`config.mk`:
```
export PLATFORM = sky130hd
export DESIGN_NAME = stream_demux
export DESIGN_NICKNAME = d
export VERILOG_FILES = /design/src/rtl/stream_pkg.sv /design/src/rtl/stream_skid_buffer.sv /design/src/rtl/stream_demux.sv
export SDC_FILE = /design/constraint.sdc
export NUM_CORES = 1
export LEC_CHECK = 0
export BUFFER_PORTS_ARGS = -buffer_cell sky130_fd_sc_hd__buf_2
export CAP_MARGIN = 5
export CORE_ASPECT_RATIO = 1.25
export CORE_UTILIZATION = 40
export DETAILED_ROUTE_END_ITERATION = 10
export GPL_ROUTABILITY_DRIVEN = 0
export PLACE_DENSITY = 0.82
export REMOVE_ABC_BUFFERS = 1
export SLEW_MARGIN = 10
export SYNTH_ARGS = -nofsm -noshare
export SYNTH_HDL_FRONTEND = slang
export SYNTH_HIERARCHICAL = 1
export SYNTH_SLANG_ARGS = --single-unit
export TNS_END_PERCENT = 1
```
`constraint.sdc`:
```
create_clock -name clock -period 3.75 [get_ports clock]
set_input_delay 0.375 -clock clock [delete_from_list [all_inputs] [get_ports clock]]
set_output_delay 0.375 -clock clock [all_outputs]
set_load 0.05 [all_outputs]
```
`src/rtl/stream_pkg.sv`:
```
// Shared types and helpers for the stream routing blocks.
package stream_pkg;

  typedef enum logic {
    IDLE = 1'b0,
    PKT  = 1'b1
  } state_t;

  localparam string OUT_BUF_TRUE  = "TRUE";
  localparam string OUT_BUF_FALSE = "FALSE";

  function automatic int clogb2(input int v);
    int r;
    r = 0;
    for (int i = 0; i < 31; i++)
      if ((1 << i) < v) r = i + 1;
    return r;
  endfunction

endpackage

```
`src/rtl/stream_skid_buffer.sv`:
```
// Two-entry valid/ready buffer: full throughput, in_ready comes straight from a flop.
module stream_skid_buffer #(
  parameter int WIDTH = 33
) (
  input  logic             clock,
  input  logic             reset_n,
  input  logic [WIDTH-1:0] in_data,
  input  logic             in_valid,
  output logic             in_ready,
  output logic [WIDTH-1:0] out_data,
  output logic             out_valid,
  input  logic             out_ready
);

  logic [WIDTH-1:0] skid_data;
  logic             skid_valid;

  assign in_ready = ~skid_valid;

  always_ff @(posedge clock or negedge reset_n) begin
    if (!reset_n) begin
      out_data   <= '0;
      out_valid  <= 1'b0;
      skid_data  <= '0;
      skid_valid <= 1'b0;
    end else if (!out_valid || out_ready) begin
      // Main register frees up: refill from skid first to keep beat order.
      if (skid_valid) begin
        out_data   <= skid_data;
        out_valid  <= 1'b1;
        skid_valid <= 1'b0;
      end else begin
        out_valid <= in_valid;
        if (in_valid) out_data <= in_data;
      end
    end else if (in_valid && !skid_valid) begin
      skid_data  <= in_data;
      skid_valid <= 1'b1;
    end
  end

endmodule

```
`src/rtl/stream_demux.sv`:
```
// 1-to-2 packet demultiplexer: the select is locked on a packet's first beat until its last beat.
module stream_demux
  import stream_pkg::*;
#(
  parameter int    DATA_WIDTH = 32,
  parameter string OUT_BUF    = "FALSE",
  parameter int    CNT_WIDTH  = 16
) (
  input  logic                  clock,
  input  logic                  reset_n,
  input  logic                  in_select,
  input  logic [DATA_WIDTH-1:0] in_data,
  input  logic                  in_last,
  input  logic                  in_valid,
  output logic                  in_ready,
  output logic [DATA_WIDTH-1:0] out_data_0,
  output logic                  out_last_0,
  output logic                  out_valid_0,
  input  logic                  out_ready_0,
  output logic [DATA_WIDTH-1:0] out_data_1,
  output logic                  out_last_1,
  output logic                  out_valid_1,
  input  logic                  out_ready_1,
  output logic                  active_sel,
  output logic                  in_packet,
  output logic [CNT_WIDTH-1:0]  pkt_count_0,
  output logic [CNT_WIDTH-1:0]  pkt_count_1
);

  state_t     state;
  logic       eff_sel;
  logic       in_xfer;
  logic [1:0] route_valid;
  logic [1:0] route_ready;

  assign eff_sel     = (state == PKT) ? active_sel : in_select;
  assign in_packet   = (state == PKT);
  assign route_valid = {in_valid & eff_sel, in_valid & ~eff_sel};
  assign in_ready    = reset_n & route_ready[eff_sel];
  assign in_xfer     = in_valid & in_ready;

  always_ff @(posedge clock or negedge reset_n) begin
    if (!reset_n) begin
      state       <= IDLE;
      active_sel  <= 1'b0;
      pkt_count_0 <= '0;
      pkt_count_1 <= '0;
    end else if (in_xfer) begin
      active_sel <= eff_sel;
      if (in_last) begin
        state <= IDLE;
        if (eff_sel) pkt_count_1 <= pkt_count_1 + CNT_WIDTH'(1);
        else         pkt_count_0 <= pkt_count_0 + CNT_WIDTH'(1);
      end else begin
        state <= PKT;
      end
    end
  end

  if (OUT_BUF == OUT_BUF_TRUE) begin : g_buf
    logic [1:0][DATA_WIDTH:0] buf_data;
    logic [1:0]               buf_valid;
    logic [1:0]               buf_ready;

    assign buf_ready = {out_ready_1, out_ready_0};

    // Each output drains on its own, so a switch never waits on the other side.
    for (genvar x = 0; x < 2; x++) begin : g_out
      stream_skid_buffer #(.WIDTH(DATA_WIDTH + 1)) u_skid (
        .clock     (clock),
        .reset_n   (reset_n),
        .in_data   ({in_last, in_data}),
        .in_valid  (route_valid[x]),
        .in_ready  (route_ready[x]),
        .out_data  (buf_data[x]),
        .out_valid (buf_valid[x]),
        .out_ready (buf_ready[x])
      );
    end

    assign {out_last_0, out_data_0} = buf_data[0];
    assign {out_last_1, out_data_1} = buf_data[1];
    assign out_valid_0 = buf_valid[0];
    assign out_valid_1 = buf_valid[1];
  end else begin : g_pass
    assign route_ready = {out_ready_1, out_ready_0};
    assign out_valid_0 = reset_n & route_valid[0];
    assign out_valid_1 = reset_n & route_valid[1];
    assign out_data_0  = reset_n ? in_data : '0;
    assign out_data_1  = reset_n ? in_data : '0;
    assign out_last_0  = reset_n & in_last;
    assign out_last_1  = reset_n & in_last;
  end

endmodule
```
==> flow_metrics.py <==
metrics = {
    "grt": {
        "grt_pass1_vias": 1656,
        "grt-busiest-layer": "met2",
        "grt_overflow": 0,
        "grt_util_met1": 0.2312,
        "use_met3": 0.04121,
        "grt_use_total": 0.1850,
        "use_met2": 0.3030,
        "grt_max_degree": 40,
        "antenna_found_initial": 0,
        "grt_pass1_wl_um": 7852,
    },
    "clock_tree": {
        "cts_buffers": 5,
        "holdBufCountCts": 0,
        "clockRootBuffer": "clkbuf_8",
        "clk_pin_slew_ns": 0.07,
        "clock-sinks": 34,
        "htree_num_levels": 2,
        "clk_latency_ns": 0.29,
        "clk_path_buf_depth": 2,
        "ctsResizeCount": 0,
        "cts_setup_buffers": 0,
        "tritoncts": "yes",
    },
    "timing": {
        "hold_viol_final": 0,
        "rsz0062_at_grt": "no",
        "worstMarginPinSlew_ns": 0.7079,
        "hold_slack_ns": 0.1336,
        "setup_viol": 0,
        "fin_tns_setup_ns": 0,
        "relSlewSlack": 0.5281,
        "fin_crit_sh": 0.5920,
        "finalClockSkew_ns": 0.004745,
        "slew_viol_final": 0,
        "finalCriticalPeriod_ns": 2.220,
        "max_freq_mhz": 450.4,
    },
    "floorplan": {
        "rows": 29,
        "dieArea_sq_mm": 0.005538,
        "die_x_um": 66.76,
        "initial_core_util": 0.4158,
        "io_pins": 142,
        "die_y_um": 82.95,
        "coreArea_sq_mm": 0.005044,
    },
    "synth": {
        "synth_warnings": 6,
        "synth_seq_cells": 34,
        "synth_area_per_cell_sq_um": 10.08,
        "synthXorXnorAreaFrac": 0.1253,
        "synthCells": 208,
        "syn_area_sq_mm": 0.002097,
        "synth_cell_types": 25,
        "synth-compound-area-share": 0.01134,
        "synth_fa_ha_area_frac": 0.01193,
        "synth_top_family_by_area": "simple AND/OR/NAND/NOR gates",
        "synthMuxAreaShare": 0.03162,
        "yosys.area_share.simple": 0.2774,
        "seq_area_frac_synth": 0.4057,
    },
    "pwr": {
        "p_switching_mw": 0.5427,
        "p_sw_frac": 0.4562,
        "pwr-share-seq": 0.377,
        "combinationalPowerShare": 0.410,
        "power.density_mw_per_mm2": 441.4,
        "clkPwrFrac": 0.213,
        "p_int_mw": 0.6469,
        "leakage_nw": 1.526,
        "power_mw": 1.190,
        "peakVddDrop_v": 0.0004179,
    },
    "min_path": {
        "hold_class": "input pin to async pin",
    },
    "routing": {
        "dr.pass1.iters": 5,
        "drt-total-wl_um": 4991,
        "wl_per_cell_um": 13.13,
        "first_iter_violations": 48,
        "viasPerCell": 4.797,
        "vias": 1823,
        "ant_nets": 0,
        "drc": 0,
    },
    "place": {
        "hpwl_um": 3961,
        "place_area_sq_mm": 0.002616,
        "port_buffers": 141,
        "dp_cells": 373,
    },
    "critical_path": {
        "path_common_cell": "buf_2",
        "arrival_ns": 1.85,
        "cp.required_ns": 3.38,
        "rr_endpoint": "pkt_count_0[15]$_DFFE_PN0P_",
        "timing.critical_path.slowest_stage_cell": "buf_2",
        "slowest_delay_ns": 0.55,
        "critPathLaunchType": "input pin",
        "cp.depth": 4,
        "r2r_cells": 4,
        "worstPathMaxFanout": 39,
        "r2r_slack_ns": 2.02,
        "cp-end-kind": "output port",
        "rr_startpoint": "in_packet$_DFFE_PN0P_",
        "crit_chain": "buf_2 -> buf_4 -> and2_1 -> buf_2",
        "path_class": "input pin to output port",
        "crit_path_end": "out_data_1[18]",
        "startpoint": "reset_n",
        "critical_path.top_delay_family": "buffers and inverters",
        "crit_buf_inv": 3,
    },
    "cells_and_area": {
        "drive_gt1_frac": 0.5000,
        "final_nets": 359,
        "instances_no_fill": 380,
        "design_area_sq_mm": 0.002695,
        "area_growth_pct": 28.52,
        "fillers": 482,
        "num_antenna_cells": 0,
    },
    "run": {
        "max_cap_viol_count": 0,
    },
    "run_status": {
        "outcome": "complete, no violations",
    },
}
-- metal layers --
metal,wire [um],vias to the layer above
li1,-,896
met5,0,-
met4,109,0
met1,2075,840
met2,2443,75
met3,362,12
-- metrics by stage --
| step | utilization | setup slack [ns] |
|---|---|---|
| final | 0.5344 | 1.530 |
| after global routing | 0.5344 | 1.320 |
| after CTS | 0.5344 | 1.478 |
| after detailed placement | 0.5187 | 1.462 |
| after global placement | 0.5187 | 1.517 |
| after floorplan | - | 0.9467 |
-- placed cells by master (no fill, tap or decap) --
| cell type | Yosys | routed |
|---|---|---|
| xnor2_1 | 26 | 26 |
| nor2_1 | 4 | 4 |
| and2_1 | 34 | 34 |
| a21boi_0 | 1 | 1 |
| a21oi_1 | 2 | 2 |
| buf_4 | 33 | 1 |
| mux2_2 | 3 | 3 |
| nand4_1 | 9 | 9 |
| a31oi_1 | 1 | 1 |
| dfrtp_1 | 34 | 34 |
| clkinv_2 | 0 | 2 |
| nor3_1 | 2 | 2 |
| ha_1 | 2 | 2 |
| buf_2 | 1 | 141 |
| nor4_2 | 2 | 2 |
| nor4_4 | 2 | 2 |
| inv_1 | 4 | 4 |
| and4_1 | 7 | 7 |
| and3_1 | 4 | 4 |
| mux2i_1 | 1 | 1 |
| xor2_1 | 4 | 4 |
| nand3_1 | 15 | 15 |
| mux2i_4 | 1 | 1 |
| clkbuf_8 | 0 | 5 |
| nand4_2 | 2 | 2 |
| nand2_1 | 9 | 9 |
-- worst min-delay path by stage --
| stage | to | from | slack, ns |
|---|---|---|---|
| finish | pkt_count_0[5]$_DFFE_PN0P_ | reset_n | 0.13 |
| global placement | pkt_count_0[5]$_DFFE_PN0P_ | reset_n | 0.46 |
| detailed placement | pkt_count_1[15]$_DFFE_PN0P_ | pkt_count_1[15]$_DFFE_PN0P_ | 0.46 |
| global route | pkt_count_0[15]$_DFFE_PN0P_ | reset_n | 0.19 |
| floorplan | active_sel$_DFFE_PN0P_ | reset_n | 0.08 |
| CTS | pkt_count_0[5]$_DFFE_PN0P_ | reset_n | 0.16 |
-- area by class of cell --
class                           instances  area [sq um]  area share
Multi-Input combinational cell        131         959.7      0.3561
Timing Repair Buffer                  142         713.2      0.2646
Clock inverter                          2         10.01    0.003714
Inverter                                4         15.01    0.005571
Clock buffer                            5         68.82     0.02553
Tap cell                               62         77.57     0.02878
Sequential cell                        34         850.8      0.3157
-- synth_stat cells --
cell      number  area [sq um]
a21boi_0       1         7.510
a21oi_1        2         10.01
a31oi_1        1         6.260
and2_1        34         212.7
and3_1         4         25.02
and4_1         7         61.31
buf_2          1         5.000
buf_4         33         247.7
clkbuf_1       5         18.77
dfrtp_1       34         850.8
ha_1           2         25.02
inv_1          4         15.01
mux2_2         3         33.78
mux2i_1        1         10.01
mux2i_4        1         22.52
nand2_1        9         33.78
nand3_1       15         75.07
nand4_1        9         56.30
nand4_2        2         25.02
nor2_1         4         15.01
nor3_1         2         10.01
nor4_2         2         25.02
nor4_4         2         42.54
xnor2_1       26         227.7
xor2_1         4         35.03
-- state kept, by name (all words and copies together), names as in the netlist --
register	count
pkt_count_0	16
pkt_count_1	16
active_sel	1
in_packet	1
-- power groups by stage --
stage	Sequential, mW	Clock [mW]	Combinational (mW)
finish	0.449	0.253	0.488
global route	0.454	0.274	0.516
CTS	0.448	0.262	0.493
detailed placement	0.454	0	0.491
global placement	0.451	0	0.486
floorplan	0.569	0	0.242
-- logic make-up after synthesis --
kind of cell               count (synthesis)
and+or+nand+nor                           90
AOI/OAI and AO/OA                          4
buffers and inverters                     43
muxes                                      5
adders and majority gates                  2
xor gates and xnor gates                  30
DFF                                       34
Note: power is estimated with default switching activity, not from simulation.
